<file path="config.mk">
export PLATFORM = sky130hd
export DESIGN_NAME = beat_scheduler_flat
export DESIGN_NICKNAME = d
export VERILOG_FILES = /design/src/rtl/gv_pkg.sv /design/src/rtl/beat_scheduler_if.sv /design/src/rtl/beat_scheduler_timer.sv /design/src/rtl/beat_scheduler.sv /design/src/flat_wrapper.sv
export SDC_FILE = /design/constraint.sdc
export NUM_CORES = 1
export LEC_CHECK = 0
export CAP_MARGIN = 20
export CORE_MARGIN = 1
export CORE_UTILIZATION = 50
export DETAILED_ROUTE_END_ITERATION = 6
export PLACE_DENSITY = 0.75
export SETUP_SLACK_MARGIN = 0.02
export SYNTH_ARGS = -nofsm -noshare
export SYNTH_HDL_FRONTEND = slang
export SYNTH_HIERARCHICAL = 1
export SYNTH_SLANG_ARGS = --single-unit
</file>
<file path="constraint.sdc">
create_clock -name clk -period 9.7 [get_ports clk]
set_input_delay 1.94 -clock clk [delete_from_list [all_inputs] [get_ports clk]]
set_output_delay 1.94 -clock clk [all_outputs]
set_load 0.01 [all_outputs]
</file>
<file path="src/rtl/gv_pkg.sv">
// Shared game-mode codes, timing limits and beat scheduler states.
// Used by state_fsm, main_game and beat_scheduler.
package gv_pkg;

  localparam logic [2:0] MODE_IDLE   = 3'd0;
  localparam logic [2:0] MODE_SELECT = 3'd1;
  localparam logic [2:0] MODE_PLAY   = 3'd2;
  localparam logic [2:0] MODE_RESULT = 3'd3;
  localparam logic [2:0] MODE_EDIT   = 3'd4;

  localparam int MIN_PERIOD = 2;

  typedef enum logic [2:0] {
    S_IDLE,
    S_LEAD,
    S_PLAY,
    S_DRAIN,
    S_DONE
  } sched_state_t;

endpackage

</file>
<file path="src/rtl/beat_scheduler_if.sv">
// Control and note bus between state_fsm/diff_speed and the beat scheduler.
// master drives mode/period/patterns/hold; slave returns beat and note info.
interface beat_scheduler_if #(
  parameter int NUM_NOTES = 32,
  parameter int PERIOD_W  = 23
);

  localparam int IW = $clog2(NUM_NOTES);

  logic [2:0]           mode;
  logic [PERIOD_W-1:0]  period;
  logic [NUM_NOTES-1:0] notes1;
  logic [NUM_NOTES-1:0] notes2;
  logic                 hold;

  logic                 beat_tick;
  logic                 note_valid;
  logic [1:0]           lane_notes;
  logic [IW-1:0]        note_idx;
  logic [2:0]           countdown;
  logic                 busy;
  logic                 finish;

  modport master (
    output mode, period, notes1, notes2, hold,
    input  beat_tick, note_valid, lane_notes,
    input  note_idx, countdown, busy, finish
  );

  modport slave (
    input  mode, period, notes1, notes2, hold,
    output beat_tick, note_valid, lane_notes,
    output note_idx, countdown, busy, finish
  );

endinterface

</file>
<file path="src/rtl/beat_scheduler_timer.sv">
// Beat period down-counter: load on round entry, freeze on hold,
// combinational tick when the count expires, reloading on that tick.
module beat_timer #(
  parameter int W = 23
) (
  input  logic         clk,
  input  logic         reset,
  input  logic         load,
  input  logic         en,
  input  logic         hold,
  input  logic [W-1:0] reload_val,
  output logic         tick
);

  logic [W-1:0] cnt_q;

  assign tick = en && !hold && (cnt_q == '0);

  always_ff @(posedge clk) begin
    if (reset) begin
      cnt_q <= '0;
    end else if (load || tick) begin
      cnt_q <= reload_val;
    end else if (en && !hold) begin
      cnt_q <= cnt_q - W'(1);
    end
  end

endmodule

</file>
<file path="src/rtl/beat_scheduler.sv">
// Round sequencer: lead-in countdown, one note pair per beat, drain, finish.
// BEAT_SCHED_SPEEDUP_EN shortens the beat period after every 8th note.
module beat_scheduler
  import gv_pkg::*;
#(
  parameter int NUM_NOTES   = 32,
  parameter int PERIOD_W    = 23,
  parameter int LEAD_BEATS  = 4,
  parameter int DRAIN_BEATS = 8
) (
  input  logic      clk,
  input  logic      reset,
  beat_scheduler_if.slave bus
);

  localparam int IW = $clog2(NUM_NOTES);
  localparam int BMAX =
    (LEAD_BEATS > DRAIN_BEATS) ? LEAD_BEATS : DRAIN_BEATS;
  localparam int BW = $clog2(BMAX + 1);

  sched_state_t         state_q, state_d;
  logic [2:0]           prev_mode_q;
  logic [PERIOD_W-1:0]  p_q, p_d, p_in, reload_val;
  logic [NUM_NOTES-1:0] snap1_q, snap1_d;
  logic [NUM_NOTES-1:0] snap2_q, snap2_d;
  logic [BW-1:0]        bc_q, bc_d;
  logic [IW-1:0]        idx_q, idx_d, pos;
  logic [IW-1:0]        nidx_d;
  logic [1:0]           lane_d;
  logic                 tick_d, nv_d, fin_d;
  logic                 play, entry, run, tick;

`ifdef BEAT_SCHED_SPEEDUP_EN
  logic [PERIOD_W-1:0]  p_fast;
  assign p_fast = p_q - (p_q >> 3);
`endif

  assign play  = bus.mode == MODE_PLAY;
  assign entry = (state_q == S_IDLE) && play &&
                 (prev_mode_q != MODE_PLAY);
  assign run   = play && (state_q inside {S_LEAD, S_PLAY, S_DRAIN});
  assign p_in  = (bus.period < PERIOD_W'(MIN_PERIOD)) ?
                 PERIOD_W'(MIN_PERIOD) : bus.period;
  assign reload_val = entry ? p_in - PERIOD_W'(1) : p_q - PERIOD_W'(1);
  assign pos   = IW'(NUM_NOTES - 1) - idx_q;

  beat_timer #(.W(PERIOD_W)) u_timer (
    .clk        (clk),
    .reset      (reset),
    .load       (entry),
    .en         (run),
    .hold       (bus.hold),
    .reload_val (reload_val),
    .tick       (tick)
  );

  always_comb begin
    state_d = state_q;
    p_d     = p_q;
    snap1_d = snap1_q;
    snap2_d = snap2_q;
    bc_d    = bc_q;
    idx_d   = idx_q;
    nidx_d  = bus.note_idx;
    lane_d  = 2'b00;
    tick_d  = 1'b0;
    nv_d    = 1'b0;
    fin_d   = 1'b0;
    unique case (state_q)
      S_IDLE: begin
        if (entry) begin
          state_d = S_LEAD;
          p_d     = p_in;
          snap1_d = bus.notes1;
          snap2_d = bus.notes2;
          bc_d    = BW'(LEAD_BEATS);
          idx_d   = '0;
          nidx_d  = '0;
        end
      end
      S_LEAD, S_PLAY, S_DRAIN: begin
        if (!play) begin
          state_d = S_IDLE;
          nidx_d  = '0;
        end else if (tick) begin
          tick_d = 1'b1;
          if (state_q == S_LEAD) begin
            bc_d = bc_q - BW'(1);
            if (bc_q == BW'(1)) begin
              state_d = S_PLAY;
              idx_d   = '0;
            end
          end else if (state_q == S_PLAY) begin
            nv_d   = 1'b1;
            lane_d = {snap2_q[pos], snap1_q[pos]};
            nidx_d = idx_q;
            idx_d  = idx_q + IW'(1);
`ifdef BEAT_SCHED_SPEEDUP_EN
            // new period takes effect at the reload after this one
            if (idx_q[2:0] == 3'b111) begin
              p_d = (p_fast < PERIOD_W'(MIN_PERIOD)) ?
                    PERIOD_W'(MIN_PERIOD) : p_fast;
            end
`endif
            if (idx_q == IW'(NUM_NOTES - 1)) begin
              state_d = S_DRAIN;
              bc_d    = BW'(DRAIN_BEATS);
            end
          end else begin
            bc_d = bc_q - BW'(1);
            if (bc_q == BW'(1)) begin
              state_d = S_DONE;
              fin_d   = 1'b1;
            end
          end
        end
      end
      S_DONE: begin
        if (!play) state_d = S_IDLE;
      end
      default: state_d = S_IDLE;
    endcase
  end

  always_ff @(posedge clk) begin
    prev_mode_q <= bus.mode;
    if (reset) begin
      state_q        <= S_IDLE;
      p_q            <= '0;
      snap1_q        <= '0;
      snap2_q        <= '0;
      bc_q           <= '0;
      idx_q          <= '0;
      bus.beat_tick  <= 1'b0;
      bus.note_valid <= 1'b0;
      bus.lane_notes <= 2'b00;
      bus.note_idx   <= '0;
      bus.countdown  <= 3'd0;
      bus.busy       <= 1'b0;
      bus.finish     <= 1'b0;
    end else begin
      state_q        <= state_d;
      p_q            <= p_d;
      snap1_q        <= snap1_d;
      snap2_q        <= snap2_d;
      bc_q           <= bc_d;
      idx_q          <= idx_d;
      bus.beat_tick  <= tick_d;
      bus.note_valid <= nv_d;
      bus.lane_notes <= lane_d;
      bus.note_idx   <= nidx_d;
      bus.countdown  <= (state_d == S_LEAD) ? 3'(bc_d) : 3'd0;
      bus.busy       <= state_d inside {S_LEAD, S_PLAY, S_DRAIN};
      bus.finish     <= fin_d;
    end
  end

endmodule

</file>
<file path="src/flat_wrapper.sv">
// flat-port wrapper written by rule: the top's interface ports become plain ports
module beat_scheduler_flat import gv_pkg::*;
#(
  parameter int NUM_NOTES   = 32,
  parameter int PERIOD_W    = 23,
  parameter int LEAD_BEATS  = 4,
  parameter int DRAIN_BEATS = 8
)
  (clk, reset, bus_mode, bus_period, bus_notes1, bus_notes2, bus_hold, bus_beat_tick, bus_note_valid, bus_lane_notes, bus_note_idx, bus_countdown, bus_busy, bus_finish);
  beat_scheduler_if #(.NUM_NOTES(NUM_NOTES), .PERIOD_W(PERIOD_W)) bus_i ();
  input  logic clk;
  input  logic reset;
  input wire logic [$bits(bus_i.mode)-1:0] bus_mode;
  input wire logic [$bits(bus_i.period)-1:0] bus_period;
  input wire logic [$bits(bus_i.notes1)-1:0] bus_notes1;
  input wire logic [$bits(bus_i.notes2)-1:0] bus_notes2;
  input wire logic [$bits(bus_i.hold)-1:0] bus_hold;
  output wire logic [$bits(bus_i.beat_tick)-1:0] bus_beat_tick;
  output wire logic [$bits(bus_i.note_valid)-1:0] bus_note_valid;
  output wire logic [$bits(bus_i.lane_notes)-1:0] bus_lane_notes;
  output wire logic [$bits(bus_i.note_idx)-1:0] bus_note_idx;
  output wire logic [$bits(bus_i.countdown)-1:0] bus_countdown;
  output wire logic [$bits(bus_i.busy)-1:0] bus_busy;
  output wire logic [$bits(bus_i.finish)-1:0] bus_finish;
  assign bus_i.mode = bus_mode;
  assign bus_i.period = bus_period;
  assign bus_i.notes1 = bus_notes1;
  assign bus_i.notes2 = bus_notes2;
  assign bus_i.hold = bus_hold;
  assign bus_beat_tick = bus_i.beat_tick;
  assign bus_note_valid = bus_i.note_valid;
  assign bus_lane_notes = bus_i.lane_notes;
  assign bus_note_idx = bus_i.note_idx;
  assign bus_countdown = bus_i.countdown;
  assign bus_busy = bus_i.busy;
  assign bus_finish = bus_i.finish;
  beat_scheduler #(.NUM_NOTES(NUM_NOTES), .PERIOD_W(PERIOD_W), .LEAD_BEATS(LEAD_BEATS), .DRAIN_BEATS(DRAIN_BEATS)) u_core (.clk(clk), .reset(reset), .bus(bus_i));
endmodule
</file>
* Word-level counts from Yosys, hierarchy flattened *
Cells that the tools add are included.

storage, ports and cells
  register bits after elaboration = 139

operators by class
  add/sub/neg operators = 6
  magnitude comparators = 2
  equal/unequal tests = 20
  multiplexer cells = 40
  bitwise operators = 5
  reduce and logical (&&, ||, !) cells = 23

operator list
  cell                   count
  $mux 23                4
  $sub 23x1->23 const B  3
  $mux 5                 10
  $mux 3                 9
  $mux 4                 6
  $logic_not 23->1       1
  $lt 23x2->1 const B    1
  $pmux 5 s2             2
  $eq 3x2->1 const B     5
  $ne 3x3->1 const B     4
  $reduce_or 6->1        2
  $bmux 1 s5             2
  $reduce_and 5->1       2
  $pmux 3 s3             1
  $pmux 4 s2             1
  $eq 3x1->1 const B     2
  $lt 5x6->1 const B     1
  $reduce_and 6->1       1
  $reduce_bool 3->1      2
  $reduce_or 3->1        2
  $add 5x1->5 const B    1
  $eq 5x5->1 const B     1
  $logic_and 1x1->1      5
  $mux 1                 5
  17 further kinds       23

* Depth between registers and ports, before layout *
  depth after elaboration = 11
  mapped depth = 15
  gate-level depth less buffers = 11

* Modules after synthesis *
The synthesis kept the hierarchy.

modules (own cells, without submodules)
  module          times used  cells each  area each (sq um)  seq. area each (sq um)
  beat_scheduler  1           652         5556.6             2322.2
  beat_timer      1           144         1277.5             460.4

* Worst setup path before layout *
Ideal clock, no wire load.

  kind = input to register
  start point = in bus_mode[0]
  end point = reg u_core.idx_q[2]
  arrival = 4.892 ns
  required time = 9.630 ns
  slack = 4.738 ns
  stages = 11
  path buffers = 0
  cell sequence = or4b_4 > nor2_1 > nand3b_1 > nor4_4 > and3_1 > inv_1 > nor3_1 > o32ai_1 > nor2_1 > nand3b_1 > a21oi_1

on the way
  cells in the longest elaborated chain, start to end = 6
  elaborated cells between the ends (all ways) = 10
  those cells by class = eq/ne (4); reduce/logical (6)

RTL lines
  item                               line                        text
  start, declared                    flat_wrapper.sv:13          input wire logic [$bits(bus_i.mode)-1:0] bus_mode;
  $eq 3x2->1                         beat_scheduler.sv:38        assign play = bus.mode == MODE_PLAY;
  $logic_and 1x1->1                  beat_scheduler.sv:41        assign run = play && (state_q inside {S_LEAD, S_PLAY, S_DRAIN});
  named net u_core.run               beat_scheduler.sv:31        logic play, entry, run, tick;
  $logic_and 1x1->1 (2 in series)    beat_scheduler_timer.sv:17  assign tick = en && !hold && (cnt_q == '0);
  named net u_core.tick              beat_scheduler.sv:31
  $ne 2x2->1 (no source line)        --
  $reduce_and 6->1 (no source line)  --
  end signal, assigned               beat_scheduler.sv:147       idx_q <= idx_d;
  end, declared                      beat_scheduler.sv:27        logic [IW-1:0] idx_q, idx_d, pos;

The timed path passes the listed nets, and every way through them passes these cells.
A chain may end at the register's enable or synchronous reset.

* Worst setup path after layout *
Ends and elaborated chain as after synthesis.

==> impl_metrics.toml <==
[run_status]
status = "finished clean"

[synth]
synth_area_sq_um = 6830
synth_edf_count = 0
ys_seq_area_share_pct = 40.7
synthCells = 796
synth_common_cells = "nand2_1, dfxtp_1, a21oi_1"
synth_top_area_share_pct = 40.7
postSynth.topFlopCell = "dfxtp_1"
synth.area.top_cells = "dfxtp_1, nand2_1, mux4_2, a21oi_1, mux2i_1"
synth_seq_cells = 139
synth_nets = 895
yosysMostFrequentCell = "nand2_1"
async_flop_share_pct = 0
synthDistinctLibCells = 58
synth_top_cell_by_area = "dfxtp_1"
synth_warnings = 6
syn_area_per_cell_sq_um = 8.59

[timing]
hold_ws_ns = 0.451
finalCritPeriodShare_pct = 60.8
min_period_ns = 5.90
max_clock_freq_ghz = 0.170
tightest_slew_ns = 1.07
rsz0062_at_grt = "false"
hold_violations = 0
fin_tns_setup_ns = 0
finalMaxSlewViolations = 0
relSlewSlack_pct = 28.9
setup_viol = 0
fin_skew_ns = 0.0141

[cts]
cts.clk_slew.worst_paths_ns = 0.06
htreeDepth = 4
clock-sinks = 139
clkLatencyLatePin_ns = 0.42
numCtsBuffers = 17
cts_tree = "done"
post-cts-setup-buffers = 0
cts.repair.resized = 0
clockRootBuffer = "clkbuf_16"
cts_hold_buf = 0
clk_path_buf_depth = 2

[floorplan]
std_cell_rows = 42
core_sq_um = 13300
dieHeight_um = 119
start_util_pct = 51.4
die_area_sq_um = 14100
die_w_um = 119
io_pins = 107

[grt]
grtUsageMet2_pct = 38.6
met3_usage_pct = 4.74
grtUsageMet1_pct = 32.9
busiest_layer = "met2"
antenna_found_initial = 0
grt_use_total_pct = 24.4
grt_pass1_wl_mm = 27.3
grt_max_degree = 109
grt_pass1_vias = 5588
grt_overflow = 0

[placed_design]
place_hpwl_mm = 10.6
io_buffer_count = 106
gp_congestion = 0.834

[final_layout]
areaGrowthSynthToFinish_pct = 26.1
nets = 974
utilization_pct = 64.8
drive_gt1_share_pct = 9.68
multi_input_area_sq_um = 3770
antenna_cells = 0
seq_area_sq_um = 2780
fill_cells = 1115

[critical_path]
startpoint_type = "input port"
critPathKind = "in -> reg"
required_ns = 10.04
crit_fanout = 9
critPathMaxStageDelay_ns = 0.59
critPathArrivalTime_ns = 6.24
cp_cell_sequence = "clkdlybuf4s50_1 -> or4b_4 -> nor2_1 -> nand3b_1 -> nor4_4 -> and3_1 -> inv_1 -> nor3_1 -> o32ai_1 -> nor2_1 -> nand3b_1 -> a21oi_1"
crit_slowest_cell = "nor4_4"
crit_path_end_kind = "flip-flop"

[power]
seq_power_share_pct = 40.4
power_density_nw_per_um2 = 173
switching_power_mw = 0.366
ir_drop_mv = 0.130
internal_power_mw = 1.12
switching_share_pct = 24.6
clkPwrFrac_pct = 47.3
p_leak_nw = 3.04
p_comb_share_pct = 12.3

[route]
route.antenna.remaining_nets = 0
drt_iter0_markers = 468
firstDrtPassIters = 6
routed_wirelength_mm = 16.4
post-route-drc-count = 0
num_vias = 5894
wl_per_cell_um = 15.4
viasPerCell = 5.54

[flow_run]
drv_cap = 0

[worst_hold_path]
hp-class = "reg -> reg"
==> critical path: cells and delay by family <==
kind | cells | cell delay [ns]
buf+inv | 2 | 0.54
compound gates | 2 | 0.49
simple gates | 8 | 3.27
==> metrics by stage <==
stage | cell area (sq um) | cells | total power, mW | setup slack (ns)
after floorplan | 6830 | 796 | 0.726 | 4.74
after global placement | 7920 | 1030 | 0.790 | 3.55
after detailed placement | 7920 | 1030 | 0.792 | 3.44
after CTS | 8560 | 1062 | 1.50 | 3.85
after global routing | 8620 | 1064 | 1.55 | 3.51
final | 8620 | 1064 | 1.49 | 3.80
==> flip-flops by register name, indices dropped and copies added, names as in the netlist <==
register / flops
u_core/bus.busy: 1
u_core/state_q: 3
u_core/bc_q: 4
u_core/snap1_q: 32
u_core/bus.beat_tick: 1
u_core/bus.countdown: 3
u_core/bus.finish: 1
u_core/u_timer/cnt_q: 23
u_core/p_q: 23
u_core/bus.note_idx: 5
u_core/bus.note_valid: 1
u_core/idx_q: 5
u_core/prev_mode_q: 3
u_core/snap2_q: 32
u_core/bus.lane_notes: 2
==> cells by family after synthesis <==
kind of cell	count (synthesis)	synth area share, %
mux	55	11.7
fa+ha+maj	6	1.10
simple gates	353	24.3
flops	139	40.7
xor+xnor	47	6.02
buf+inv	64	4.32
compound gates	132	11.8
==> per-layer routing <==
layer  part of all wire, %  routed length, um
met1                    45               7430
met4                   1.9                316
met2                    48               7860
met5                     0                  0
met3                   5.0                819
==> layout make-up <==
class,count,area share (%)
clock buffer,18,5.10
multi-input combinational,593,43.8
tap,176,2.55
timing repair buffer,111,13.2
sequential,139,32.3
clock inverter,14,2.38
inverter,13,0.711
==> cells in the final DEF, fill, tap and decap left out, types with 3 or more instances in the layout <==
cell type,count
mux4_2,20
buf_4,4
xor2_1,20
nor3_2,3
nor2b_1,6
nand3_1,16
nor4_1,13
nor2_1,87
or4_4,3
xnor2_1,27
inv_6,7
mux2i_1,34
nand3b_1,4
nor3_1,30
nand2_1,153
dfxtp_1,139
inv_1,12
or3_1,3
a211oi_2,5
clkdlybuf4s50_1,105
bufinv_16,4
nand4_1,3
or4_1,3
ha_1,6
o21ai_0,7
clkbuf_16,17
a21oi_1,88
nand2b_1,8
a211oi_1,14
==> final timing paths <==
check / from / end / slack (ns) / depth (start not counted)
max: bus_mode[0] / u_core/idx_q[2] / 3.80 / 12
min: u_core/snap1_q[0] / u_core/snap1_q[0] / 0.45 / 2
max reg2reg: u_core/state_q[2] / u_core/idx_q[2] / 5.37 / 11
min reg2reg: u_core/snap1_q[0] / u_core/snap1_q[0] / 0.45 / 2
==> power groups by stage <==
stage / clock network (mW) / registers (mW) / logic, mW
final: 0.705 / 0.602 / 0.183
after detailed placement: 0 / 0.614 / 0.179
after floorplan: 0 / 0.610 / 0.115
after global routing: 0.745 / 0.604 / 0.200
after CTS: 0.716 / 0.602 / 0.180
after global placement: 0 / 0.613 / 0.177
Note: power is estimated with default switching activity, not from simulation.
